File: config.mk
export PLATFORM = sky130hd
export DESIGN_NAME = pwm_duty_capture
export DESIGN_NICKNAME = d
export VERILOG_FILES = /design/src/rtl/pwm_duty_capture_pkg.sv /design/src/rtl/prim_flop_sr.sv /design/src/rtl/pwm_edge_detect.sv /design/src/rtl/pwm_duty_capture.sv
export SDC_FILE = /design/constraint.sdc
export NUM_CORES = 1
export LEC_CHECK = 0
export CORE_ASPECT_RATIO = 0.75
export CORE_MARGIN = 8
export CORE_UTILIZATION = 58
export DETAILED_ROUTE_END_ITERATION = 12
export PLACE_DENSITY = 0.86
export REMOVE_ABC_BUFFERS = 1
export SLEW_MARGIN = 20
export SYNTH_ARGS = -nofsm -noshare
export SYNTH_HDL_FRONTEND = slang
export SYNTH_HIERARCHICAL = 1
export SYNTH_SLANG_ARGS = --single-unit
export TNS_END_PERCENT = 100
File: constraint.sdc
create_clock -name clk -period 3.7 [get_ports clk]
set_clock_uncertainty 0.2 [all_clocks]
set_input_delay 0.555 -clock clk [delete_from_list [all_inputs] [get_ports clk]]
set_output_delay 0.555 -clock clk [all_outputs]
set_load 0.01 [all_outputs]
File: src/rtl/pwm_duty_capture_pkg.sv
// Shared types and defaults for the PWM duty-cycle capture block.
package pwm_duty_capture_pkg;

   localparam int unsigned DefaultWidth   = 8;
   localparam int unsigned DefaultLockCnt = 2;

   typedef enum logic [0:0] {
      StSearch,
      StMeasure
   } state_e;

   // Bits needed for a match counter that saturates at lock_cnt-1.
   function automatic int unsigned match_width(input int unsigned lock_cnt);
      return (lock_cnt > 2) ? $clog2(lock_cnt) : 1;
   endfunction

endpackage

File: src/rtl/prim_flop_sr.sv
// Positive-edge flip-flop with synchronous active-high reset.
module prim_flop_sr #(
   parameter int unsigned     Width      = 1,
   parameter logic [Width-1:0] ResetValue = '0
) (
   input  logic             clk,
   input  logic             reset,
   input  logic [Width-1:0] d,
   output logic [Width-1:0] q
);

   always_ff @(posedge clk) begin
      if (reset) begin
         q <= ResetValue;
      end else begin
         q <= d;
      end
   end

endmodule

File: src/rtl/pwm_edge_detect.sv
// Optional 2-flop synchronizer (PWM_SYNC_EN) followed by a rising-edge detector.
module pwm_edge_detect (
   input  logic clk,
   input  logic reset,
   input  logic pwm_in,
   output logic level,
   output logic rise
);

   logic prev_q;

`ifdef PWM_SYNC_EN
   logic [1:0] sync_q;

   prim_flop_sr #(
      .Width      (2),
      .ResetValue (2'b00)
   ) u_sync (
      .clk   (clk),
      .reset (reset),
      .d     ({sync_q[0], pwm_in}),
      .q     (sync_q)
   );

   assign level = sync_q[1];
`else
   assign level = pwm_in;
`endif

   prim_flop_sr #(
      .Width      (1),
      .ResetValue (1'b0)
   ) u_prev (
      .clk   (clk),
      .reset (reset),
      .d     (level),
      .q     (prev_q)
   );

   assign rise = level & ~prev_q;

endmodule

File: src/rtl/pwm_duty_capture.sv
// Measures PWM high time per 2^WIDTH-cycle window and reports lock on stable results.
// Define PWM_SYNC_EN to pass pwm_in through a 2-flop synchronizer (+2 cycles latency).
module pwm_duty_capture
   import pwm_duty_capture_pkg::*;
#(
   parameter int unsigned WIDTH    = DefaultWidth,
   parameter int unsigned LOCK_CNT = DefaultLockCnt
) (
   input  logic             clk,
   input  logic             reset,
   input  logic             pwm_in,
   output logic [WIDTH-1:0] duty,
   output logic             duty_valid,
   output logic             locked,
   output logic             realign
);

   localparam logic [WIDTH-1:0] MaxCnt  = {WIDTH{1'b1}};
   localparam logic [WIDTH-1:0] LastCnt = MaxCnt - WIDTH'(1);
   localparam int unsigned      MatchW  = match_width(LOCK_CNT);
   localparam logic [MatchW-1:0] MatchTarget = MatchW'(LOCK_CNT - 1);

   logic level;
   logic rise;

   pwm_edge_detect u_edge (
      .clk    (clk),
      .reset  (reset),
      .pwm_in (pwm_in),
      .level  (level),
      .rise   (rise)
   );

   state_e            state_q;
   logic [WIDTH-1:0]  win_q;
   logic [WIDTH-1:0]  tmo_q;
   logic [WIDTH:0]    high_q;
   logic [MatchW-1:0] match_q;
   logic              have_prev_q;

   logic [WIDTH:0]    high_d;
   logic [WIDTH-1:0]  result;
   logic [MatchW-1:0] match_d;
   logic              lock_d;

   // Candidate report value and the lock bookkeeping it would produce.
   always_comb begin
      high_d  = high_q + {{WIDTH{1'b0}}, level};
      result  = '0;
      match_d = '0;
      if (state_q == StSearch) begin
         result = level ? MaxCnt : '0;
      end else begin
         result = high_d[WIDTH] ? MaxCnt : high_d[WIDTH-1:0];
      end
      if (have_prev_q && (result == duty)) begin
         match_d = (match_q == MatchTarget) ? match_q : match_q + MatchW'(1);
      end
      lock_d = (match_d == MatchTarget);
   end

   // win_q == MaxCnt marks the boundary cycle where the next window's edge belongs;
   // a window runs from win_q == MaxCnt (or the SEARCH edge) through win_q == LastCnt.
   always_ff @(posedge clk) begin
      if (reset) begin
         state_q     <= StSearch;
         win_q       <= '0;
         tmo_q       <= '0;
         high_q      <= '0;
         match_q     <= '0;
         have_prev_q <= 1'b0;
         duty        <= '0;
         duty_valid  <= 1'b0;
         locked      <= 1'b0;
         realign     <= 1'b0;
      end else begin
         duty_valid <= 1'b0;
         realign    <= 1'b0;
         unique case (state_q)
            StSearch: begin
               if (rise) begin
                  state_q <= StMeasure;
                  win_q   <= '0;
                  high_q  <= (WIDTH+1)'(1);
                  tmo_q   <= '0;
               end else if (tmo_q == MaxCnt) begin
                  duty        <= result;
                  duty_valid  <= 1'b1;
                  match_q     <= match_d;
                  locked      <= lock_d;
                  have_prev_q <= 1'b1;
                  tmo_q       <= '0;
               end else begin
                  tmo_q <= tmo_q + WIDTH'(1);
               end
            end
            StMeasure: begin
               if (rise && (win_q != MaxCnt)) begin
                  win_q   <= '0;
                  high_q  <= (WIDTH+1)'(1);
                  realign <= 1'b1;
                  locked  <= 1'b0;
                  match_q <= '0;
               end else begin
                  win_q <= win_q + WIDTH'(1);
                  if (win_q == LastCnt) begin
                     duty        <= result;
                     duty_valid  <= 1'b1;
                     match_q     <= match_d;
                     locked      <= lock_d;
                     have_prev_q <= 1'b1;
                     high_q      <= '0;
                  end else begin
                     high_q <= high_d;
                  end
               end
            end
            default: state_q <= StSearch;
         endcase
      end
   end

endmodule

Yosys cells after proc, flatten, opt, wreduce, memory -nomap -nowiden
Cells that the tools add are included.
Storage, ports and cells
  register bits: 39
  input bits: 3
  word-level logic and storage cells: 69
Operators by class
  $add $sub $neg: 4
  equal/unequal tests: 10
  multiplexer cells: 37
  bitwise operators: 3
  reductions and logical operators: 5
Operators by type and width (count)
  $mux 8: 11
  $pmux 8 s2: 2
  $mux 9: 3
  $pmux 9 s2: 1
  $mux 1: 17
  $add 8x1->8 const B: 2
  $eq 8x8->1 const B: 2
  $add 9x1->9: 1
  $eq 8x8->1: 1
  $ne 8x8->1 const B: 1
  $ne 2x2->1 const B: 3
  $pmux 1 s2: 3
  $ne 2x1->1 const B: 2
  $reduce_and 4->1: 1
  $ne 3x1->1 const B: 1
  $reduce_and 3->1: 1
  $logic_and 1x1->1: 2
  $not 1->1: 2
  $reduce_or 2->1: 1
  $add 1x1->1 const B: 1
  $and 1x1->1: 1

Longest topological paths before layout
  word-level depth: 9
  depth in mapped cells: 11
  gate-level depth less buffers: 9

By module
The synthesis kept the hierarchy.
Modules (own cells, without submodules)
  pwm_duty_capture: times used 1, cells each 263, area each 2087.0 um^2, seq. area each 760.7 um^2
  prim_flop_sr: times used 1, cells each 2, area each 33.8 um^2, seq. area each 20.0 um^2
  pwm_edge_detect: times used 1, cells each 2, area each 21.3 um^2, seq. area each 0.0 um^2

Worst setup path before layout
OpenSTA, ideal clock, no wires.
  path type: input to register
  start: input port pwm_in
  end: register match_q
  setup time: 84 ps
  arrival: 2610 ps
  required time: 3416 ps
  path slack: 806 ps
  cell stages on the path: 10
  path buffers: 1
  cells stage by stage: buf_4 > ha_1 > ha_1 > nand3_1 > o21a_1 > or3b_4 > or4_4 > a41oi_2 > a21oi_1 > o31ai_2
On the way
  longest elaborated chain between the ends: 9
  elaborated cells between the ends (all ways): 17
  those cells by class: add/sub (1); eq/ne (3); mux (9); bitwise (1); reduce/logical (3)
RTL lines
  start, declared: line pwm_duty_capture.sv:11  | input logic pwm_in,
  $add 9x1->9: line pwm_duty_capture.sv:48  | high_d = high_q + {{WIDTH{1'b0}}, level};
  $mux 8: line pwm_duty_capture.sv:54  | result = high_d[WIDTH] ? MaxCnt : high_d[WIDTH-1:0];
  $mux 8: line pwm_duty_capture.sv:51  | if (state_q == StSearch) begin
  $eq 8x8->1: line pwm_duty_capture.sv:56  | if (have_prev_q && (result == duty)) begin
  $logic_and 1x1->1: line pwm_duty_capture.sv:56
  $mux 1: line pwm_duty_capture.sv:56
  $mux 1 (on tied branches): line pwm_duty_capture.sv:106, pwm_duty_capture.sv:86
  $mux 1 (on tied branches): line pwm_duty_capture.sv:98, pwm_duty_capture.sv:81
  $pmux 1 s2: line pwm_duty_capture.sv:79  | unique case (state_q)
  end signal, assigned: line pwm_duty_capture.sv:89  | match_q <= match_d;
  end signal, assigned: line pwm_duty_capture.sv:109  | match_q <= match_d;
  end, declared: line pwm_duty_capture.sv:38  | logic [MatchW-1:0] match_q;
Several ways; a longest one is shown, not always the timed one. The select of a mux whose other input is x is not followed.
A chain may end at the register's enable or synchronous reset.

Worst setup path after layout
Same ends and word-level chain as after synthesis.

==> reports/qor.csv <==
metric;value;unit
status;completed;
unrepaired setup endpoints after global routing;false;
Hold Crit Depth;2;
Post-CTS Setup Repair Bufs;0;
H-Tree Depth;2;
largest net degree at the start of global routing;27;
Ant. Diodes;0;
first-pass GRT wire length;8600;um
Hold Crit Start;have_prev_q;
Yosys warning total;6;
IO Count;14;
Pre-antenna DRT Iters;5;
Slew @ Worst Pin;976;ps
register area share after synthesis;0.364;
Post-synth EDFFs;0;
post-route clock period utilization;0.898;
start of the worst register-to-register path;win_q[0];
P&R area growth vs syn;11.4;%
drc violations;0;
M1 GR Usage;0.249;
routed wire length;5200;um
Post-DP HPWL;3560;um
number of DRC markers in iteration 0;167;
syn avg cell area;8.02;sq um
layout cells sized above 1;0.0786;
peak supply drop;237;uV
Num CTS Buffers;5;
post-route insts no fill;332;
critical path endpoint category;flip-flop;
CTS resizes;0;
ranking of synthesized cells by area;dfxtp_1, nor2_1, a21oi_1;
post-synthesis cell count;267;
PwrDens;342;nW/um^2
grt met3 use;0.0521;
initial core utilization;0.597;
Inst Count DP;325;
via count;2055;
CP max-delay cell;or4_4;
area leader, netlist;dfxtp_1;
die height;68.6;um
dominant synthesized flop cell;dfxtp_1;
grt peak-use layer;met2;
clk slew on worst S/H paths;80;ps
filler instances;289;
DIE WIDTH;86.2;um
Hold Path Class;reg -> reg;
Critical Path Sink;match_q;
crit path from;pwm_in;
number of synthesized register bits;39;
CP Max Fanout;11;
r2r worst-path depth;7;
FP Rows;19;
Yosys cell types;46;
die area;5910;sq um
worst skew pair latency;300;ps
all-layer global routing usage;0.184;
CTS tree;built;
pre-CTS setup slack;123;ps
CTS Sinks;39;
count of final setup violators;0;
post-DR wirelength/cell;15.7;um
critical path class;in -> reg;
leakage power;0.000823;uW
Placer Congestion;0.929;
ordered cell list for the critical path;clkdlybuf4s50_1 > ha_1 > ha_1 > nand3_1 > o21a_1 > or3b_4 > or4_4 > a41oi_2 > a21oi_1 > o31ai_2;
R2R setup slack;750;ps
min Tclk post-route;3320;ps
Clock Tree Root;clkbuf_8;
asr flop ratio synth;0;
initial antenna violation count;0;
Netlist Area Pre-Place;2140;sq um
Critical Path RT;3720;ps
FF-to-FF End;high_q[3];
grt ovf;0;
relative slew slack;0.341;
critical path launch point type;primary input;
post-route ant nets;0;
final worst slack;376;ps
Nets;288;
CP peak stage delay;540;ps
Fmax achieved;301;MHz
most used cell, CP;ha_1;
clk buf depth;2;
Final Hold Fails;0;
I/O Buffers;13;
vias per inst;6.19;
vias in the first global route;1826;
hold buffer count at cts;0;
worst endpoint data arrival time;3340;ps
Setup Total Neg Slack;0;ps
Max Cap Viol;0;
fin. max-slew vios;0;
core outline area;3590;sq um
Yosys top cell area share;0.364;
GR Util met2;0.275;
## kinds of logic (layout without fill, tap and decap cells)
family	Yosys count	in the layout	share of synthesized area
and+or+nand+nor	123	123	0.301
AOI/OAI and AO/OA	69	69	0.196
buffers and inverters	15	28	0.0420
xor gates and xnor gates	12	12	0.0491
muxes	4	4	0.0187
DFF	39	39	0.364
adders and majority gates	5	5	0.0292
## per-layer routing
metal / up-vias / part of all wire
met1: 948 / 0.47
met4: 0 / 0.012
met2: 97 / 0.43
li1: 1003 / -
met3: 7 / 0.089
met5: - / 0
## how the worst min path moves through the flow
| stage | slack [ps] | endpoint |
|---|---|---|
| 2_1_floorplan | 260 | win_q[7] |
| 3_3_place_gp | 280 | tmo_q[7] |
| 3_5_place_dp | 300 | tmo_q[7] |
| 4_1_cts | 310 | tmo_q[2] |
| 5_1_grt | 340 | tmo_q[2] |
| 6_report | 310 | have_prev_q |
## area by class of cell
class	count	area, sq um	area share
well taps	52	65.1	0.0273
flip-flops and latches	39	781	0.327
inverters	2	7.51	0.00314
multi-input cells	213	1270	0.532
clock buffers	6	82.6	0.0346
repair buffers	19	175	0.0734
clock inverters	1	5.00	0.00210
## worst max-delay path: cells and delay by family
kind / cells / cell delay, ps
and+or+nand+nor: 3 / 1130
AOI/OAI and AO/OA: 4 / 660
adders and majority gates: 2 / 500
buffers and inverters: 1 / 490
## flip-flops by register name, summed over array words and instances (netlist names)
| name | count |
|---|---|
| high_q | 9 |
| have_prev_q | 1 |
| duty | 8 |
| duty_valid | 1 |
| realign | 1 |
| tmo_q | 8 |
| win_q | 8 |
| state_q | 1 |
| match_q | 1 |
| u_edge/u_prev/q | 1 |
## Yosys cell counts (all sizes together), types with 2 or more instances
master and n:
a21oi 24, a22oi 5, a31oi 3, and3 6
buf 5, clkbuf 8, dfxtp 39, ha 5
inv 2, mux2i 4, nand2 16, nand3 15
nand3b 4, nand4 8, nor2 36, nor2b 6
nor3 14, nor3b 3, nor4 4, o211ai 4
o21ai 22, o31ai 2, or2 3, or3 5
or4 2, xnor2 6, xor2 6
## placed cells by master, fill, tap and decap left out, types with 2 or more instances in the layout
cell type,Yosys,routed
a21oi_1,24,24
a22oi_1,5,5
a31oi_1,3,3
and3_1,6,6
buf_4,2,6
clkbuf_8,1,6
clkdlybuf4s50_1,0,13
dfxtp_1,39,39
ha_1,5,5
inv_1,2,2
mux2i_1,4,4
nand2_1,16,16
nand3_1,15,15
nand3b_1,4,4
nand4_1,7,7
nor2_1,36,36
nor2b_1,4,4
nor2b_4,2,2
nor3_1,14,14
nor3b_1,3,3
nor4_1,4,4
o211ai_1,4,4
o21ai_0,22,22
or2_2,2,2
or3_1,5,5
xnor2_1,6,6
xor2_1,6,6
## stage by stage
stage,instance area (sq um),hold WS (ps),util,total power (uW)
floorplan,2060,256,-,495
global placement,2300,278,0.641,527
detailed placement,2300,296,0.641,529
CTS,2390,309,0.665,817
global route,2390,338,0.665,846
finish,2390,312,0.665,816
## power breakdown
group	leakage (uW)	total [uW]	internal, uW	switching (uW)
clock network	0.0000470	293	146	147
logic	0.000461	90.9	32.6	58.3
registers	0.000315	432	425	6.54
(Power assumes the default switching activity.)
